File: src/rtl/instruction_cache.sv
// Direct-mapped read-only instruction cache: 0-cycle hits, 16-byte block refill on miss.
// Optional hit/miss statistics counters enabled by defining ICACHE_STATS_EN.
module instruction_cache #(
    parameter int unsigned ADDR_W     = 10,
    parameter int unsigned INDEX_BITS = 3
) (
    input  logic              CLK,
    input  logic              RESET,
    input  logic [ADDR_W-1:0] ADDRESS,
    input  logic              READ,
    output logic [31:0]       READDATA,
    output logic              BUSYWAIT,
    output logic [ADDR_W-5:0] MEM_ADDRESS,
    output logic              MEM_READ,
    input  logic [127:0]      MEM_READDATA,
    input  logic              MEM_BUSYWAIT
`ifdef ICACHE_STATS_EN
    ,
    output logic [15:0]       HIT_COUNT,
    output logic [15:0]       MISS_COUNT
`endif
);

    localparam int unsigned LINES = 1 << INDEX_BITS;
    localparam int unsigned TAG_W = ADDR_W - INDEX_BITS - 4;
    localparam int unsigned BLK_W = ADDR_W - 4;

    typedef enum logic [1:0] {
        S_IDLE,
        S_FETCH,
        S_FILL
    } state_t;

    state_t state, state_nx;

    logic [LINES-1:0]      valid;
    logic [TAG_W-1:0]      tags [LINES];
    logic [127:0]          data [LINES];
    logic [BLK_W-1:0]      miss_blk;
    logic [127:0]          fill_buf;

    logic [TAG_W-1:0]      addr_tag;
    logic [INDEX_BITS-1:0] addr_idx;
    logic [1:0]            word_sel;
    logic [INDEX_BITS-1:0] fill_idx;
    logic [TAG_W-1:0]      fill_tag;
    logic                  hit_c;
    logic                  addr_unused;

    assign addr_tag    = ADDRESS[ADDR_W-1 -: TAG_W];
    assign addr_idx    = ADDRESS[INDEX_BITS+3:4];
    assign word_sel    = ADDRESS[3:2];
    assign addr_unused = ^ADDRESS[1:0];

    assign fill_idx    = miss_blk[INDEX_BITS-1:0];
    assign fill_tag    = miss_blk[BLK_W-1:INDEX_BITS];

    // valid gates the compare so uninitialised tags never reach the FSM
    assign hit_c       = READ & valid[addr_idx] & (tags[addr_idx] == addr_tag);
    assign READDATA    = data[addr_idx][{word_sel, 5'd0} +: 32];
    assign MEM_ADDRESS = miss_blk;

    always_ff @(posedge CLK) begin
        if (!RESET) begin
            state <= S_IDLE;
        end else begin
            state <= state_nx;
        end
    end

    always_comb begin
        state_nx = state;
        BUSYWAIT = 1'b0;
        MEM_READ = 1'b0;
        case (state)
            S_IDLE: begin
                if (READ && !hit_c) begin
                    BUSYWAIT = 1'b1;
                    state_nx = S_FETCH;
                end
            end
            S_FETCH: begin
                BUSYWAIT = 1'b1;
                MEM_READ = 1'b1;
                if (!MEM_BUSYWAIT) begin
                    state_nx = S_FILL;
                end
            end
            S_FILL: begin
                BUSYWAIT = 1'b1;
                state_nx = S_IDLE;
            end
            default: state_nx = S_IDLE;
        endcase
    end

    // Miss address is latched once so ADDRESS may wander during the refill
    always_ff @(posedge CLK) begin
        if (!RESET) begin
            valid    <= '0;
            miss_blk <= '0;
        end else begin
            if (state == S_IDLE && state_nx == S_FETCH) begin
                miss_blk <= ADDRESS[ADDR_W-1:4];
            end
            if (state == S_FILL) begin
                valid[fill_idx] <= 1'b1;
            end
        end
    end

    // Tag and data arrays carry no reset; an aborted fill leaves valid clear
    always_ff @(posedge CLK) begin
        if (state == S_FETCH && !MEM_BUSYWAIT) begin
            fill_buf <= MEM_READDATA;
        end
        if (state == S_FILL) begin
            data[fill_idx] <= fill_buf;
            tags[fill_idx] <= fill_tag;
        end
    end

`ifdef ICACHE_STATS_EN
    always_ff @(posedge CLK) begin
        if (!RESET) begin
            HIT_COUNT  <= '0;
            MISS_COUNT <= '0;
        end else begin
            if (state == S_IDLE && hit_c && HIT_COUNT != 16'hFFFF) begin
                HIT_COUNT <= HIT_COUNT + 16'd1;
            end
            if (state == S_IDLE && state_nx == S_FETCH && MISS_COUNT != 16'hFFFF) begin
                MISS_COUNT <= MISS_COUNT + 16'd1;
            end
        end
    end
`endif

endmodule

File: config.mk
export PLATFORM = sky130hd
export DESIGN_NAME = instruction_cache
export DESIGN_NICKNAME = d
export VERILOG_FILES = /design/src/rtl/instruction_cache.sv
export SDC_FILE = /design/constraint.sdc
export NUM_CORES = 1
export LEC_CHECK = 0
export CAP_MARGIN = 20
export CORE_ASPECT_RATIO = 0.6
export CORE_UTILIZATION = 50
export DETAILED_ROUTE_END_ITERATION = 16
export GPL_ROUTABILITY_DRIVEN = 0
export PLACE_DENSITY = 0.78
export SYNTH_ARGS = -nofsm -noshare
export SYNTH_HDL_FRONTEND = slang
export SYNTH_SLANG_ARGS = --single-unit
export TNS_END_PERCENT = 5
File: constraint.sdc
create_clock -name CLK -period 26.2 [get_ports CLK]
set_clock_uncertainty 0.05 [all_clocks]
set_input_delay 5.24 -clock CLK [delete_from_list [all_inputs] [get_ports CLK]]
set_output_delay 5.24 -clock CLK [all_outputs]
set_load 0.1 [all_outputs]
==> flow_summary.ini <==
[logic_synthesis]
synth_cell_types = 31
synth.area.top_cells = edfxtp_1 80%, mux4_2 16%, mux2_2 0.84%
post_synth_and_or_nand_nor_area_fraction_pct = 0.4235
yosysTopAreaCellShare_pct = 79.70
ys_warn_count = 0
synth_compound_area_share_pct = 0.3219
synth_top_family_by_area = multiplexers
seq_area_frac_synth_pct = 80.42
synth-adder-area-share_pct = 0.1129
syn-num-nets = 1866
netlist_instances = 1720
synth_area_leader_cell = edfxtp_1
syn-cell-area_mm2 = 0.04431
avgSynthCellArea_um2 = 25.76
synth-xor-area-share_pct = 0.03953
synthMuxAreaShare_pct = 17.71
ys_ff_latch = 1192

[floorplanning]
die_x_um = 386.3
io-pin-count = 182
die_y_um = 232.6
dieArea_mm2 = 0.08986
initial_core_util_pct = 50.55
rows = 84
design.core.area_mm2 = 0.08765

[outcome]
failed_checks = design-rule violations
status = complete, but fails checks

[grt]
grt_pass1_wl_um = 132800
gr-total-overflow = 0
grt_start_max_net_pins = 150
antenna_found_initial = 1
grt_pass1_vias = 19956
grt.total_usage_pct = 20.56

[power]
p_comb_share_pct = 6.0
switching_share_pct = 21.15
ir_drop_uv = 54.94
power_frac_seq_pct = 54.8
powerDensity_mw_per_mm2 = 76.32
p_leak_nw = 15.67
power_switching_mw = 0.8206
p_int_mw = 3.060
pwr-share-clk_pct = 39.2

[worst_setup_path]
crit_path_top_delay_cell = clkdlybuf4s50_1
worstPathRequired_ns = 20.91
worstRegToRegCells = 5
endpoint = READDATA[9]
worst_setup_path_start_kind = input pin
arrival_ns = 10.90
startpoint = ADDRESS[4]
cpPeakStageDelay_ns = 0.97
reg2reg_from = state[1]
cp_max_fo = 108
reg2reg_slack_ns = 22.15
endpoint_kind = primary output
crit_path_cell_trace = buf_8 -> buf_4 -> buf_12 -> buf_4 -> mux4_2 -> mux4_2 -> mux2_2 -> clkdlybuf4s50_1
worst_r2r_endpoint = data[3][42]
crit_type = input pin to primary output

[detailed_routing]
ant_nets = 0
initialDrtViolationCount = 1717
first_pass_iters = 13
num_vias = 19107
via_per_inst = 5.995
drc = 1
wl_per_cell_um = 28.54
wl_um = 90960

[sta]
hold_viol = 0
fin_crit_sh_pct = 61.79
finalSetupTns_ns = 0
period_needed_ns = 16.19
slew_viol_final = 0
rsz0062_at_grt = false
setup-violations-final = 0
clock.fmax_mhz = 61.77
worst_slew_pin_slew_ns = 1.296
slew_headroom_pct = 13.61
setup_slack_ns = 10.01

[clocking]
tritoncts = built
cts_buffers = 99
cts_root_buf = clkbuf_16
cts_buffer_depth = 3
htreeDepth = 3
hold_buffers = 0
cts_sinks = 1192
clk-insertion-delay-late_ns = 0.68
post_cts_buffers = 0
cts.repair.resized = 0
clk_pin_slew_worst_paths_ns = 0.07

[cells_and_area]
num_antenna_cells = 0
final_area_mm2 = 0.05084
final_core_util_pct = 58.00
area_growth_syn_to_layout_pct = 14.74
layout_commonest_cell = edfxtp_1
final_nets = 2089
final_cell_mix = 1176 x edfxtp_1, 324 x mux4_2, 174 x clkdlybuf4s50_1
drive_gt1_share_pct = 26.75
fin_cells = 3187

[placed_design]
placed_cell_area_mm2 = 0.04748
detailed_place_hpwl_um = 45140
pre_cts_slack_ns = 9.841
placed_cells = 3002
io_buffers = 179

[worst_hold_path]
hp-class = flip-flop to flip-flop

[run]
maxCapViolCount = 0
## cell usage after synthesis
| library cell | instances |
|---|---|
| dfxtp_1 | 16 |
| ha_1 | 4 |
| nor3_1 | 3 |
| o21a_1 | 8 |
| a31oi_1 | 2 |
| clkbuf_1 | 14 |
| nor2b_1 | 3 |
| buf_2 | 56 |
| a21oi_4 | 1 |
| a21boi_0 | 1 |
| inv_1 | 5 |
| nand3b_1 | 1 |
| mux2i_1 | 18 |
| nand2b_1 | 3 |
| o21ai_0 | 2 |
| and4_1 | 1 |
| a22oi_1 | 1 |
| nand3_1 | 2 |
| buf_6 | 4 |
| a21oi_1 | 1 |
| edfxtp_1 | 1176 |
| buf_4 | 2 |
| xnor2_1 | 2 |
| mux2_2 | 33 |
| mux4_2 | 324 |
| a31o_2 | 1 |
| a21o_1 | 1 |
| o211ai_1 | 1 |
| nor2_1 | 9 |
| buf_1 | 5 |
| nand2_1 | 20 |
## worst max-delay path: cells and delay by family
kind	cells	cell delay (ns)
buffers and inverters	5	3.95
muxes	3	1.47
## registers in the layout (all words and copies together) (netlist names)
register / flops
tags: 24
data: 1024
valid: 8
fill_buf: 128
state: 2
MEM_ADDRESS: 6
## layout make-up
class	instances	area [um2]
Clock buffer	125	2648
Clock inverter	59	694.4
Fill cell	6004	36810
Inverter	5	18.77
Multi-Input combinational cell	442	8309
Sequential cell	1192	35630
Tap cell	1161	1453
Timing Repair Buffer	203	2085
## through the flow
stage | power [mW] | hold slack, ns
4_1_cts | 3.910 | 0.4144
3_5_place_dp | 2.400 | 0.3978
2_1_floorplan | 2.321 | 0.3854
3_3_place_gp | 2.394 | 0.3910
5_1_grt | 3.988 | 0.4404
6_report | 3.880 | 0.4146
## logic make-up (layout without fill, tap and decap cells)
| group | after synthesis | after routing |
|---|---|---|
| DFF | 1192 | 1192 |
| muxes | 375 | 375 |
| buffers and inverters | 86 | 392 |
| and+or+nand+nor | 42 | 42 |
| AOI/OAI and AO/OA | 19 | 19 |
| adders and majority gates | 4 | 4 |
| xor gates and xnor gates | 2 | 2 |
## power groups by stage
stage	clock (mW)	sequential, mW	combinational [mW]
after floorplan	0	2.17	0.152
after global placement	0	2.16	0.231
after detailed placement	0	2.17	0.234
after CTS	1.55	2.13	0.236
after global routing	1.62	2.13	0.243
final	1.52	2.13	0.233
## routing by layer
metal / routed length (um) / global-route usage, % / vias up
li1: - / - / 7892
met1: 35820 / 27.88 / 10292
met2: 46290 / 33.91 / 796
met3: 6842 / 4.655 / 125
met4: 1994 / 5.389 / 2
met5: 13 / 0 / -
## how the worst min path moves through the flow
stage | from | end | cells past startpoint
detailed placement | valid[7] | valid[7] | 1
global route | valid[0] | valid[0] | 1
global placement | valid[4] | valid[4] | 1
floorplan | valid[4] | valid[4] | 1
finish | valid[7] | valid[7] | 1
CTS | valid[7] | valid[7] | 1
(Power assumes the default switching activity.)
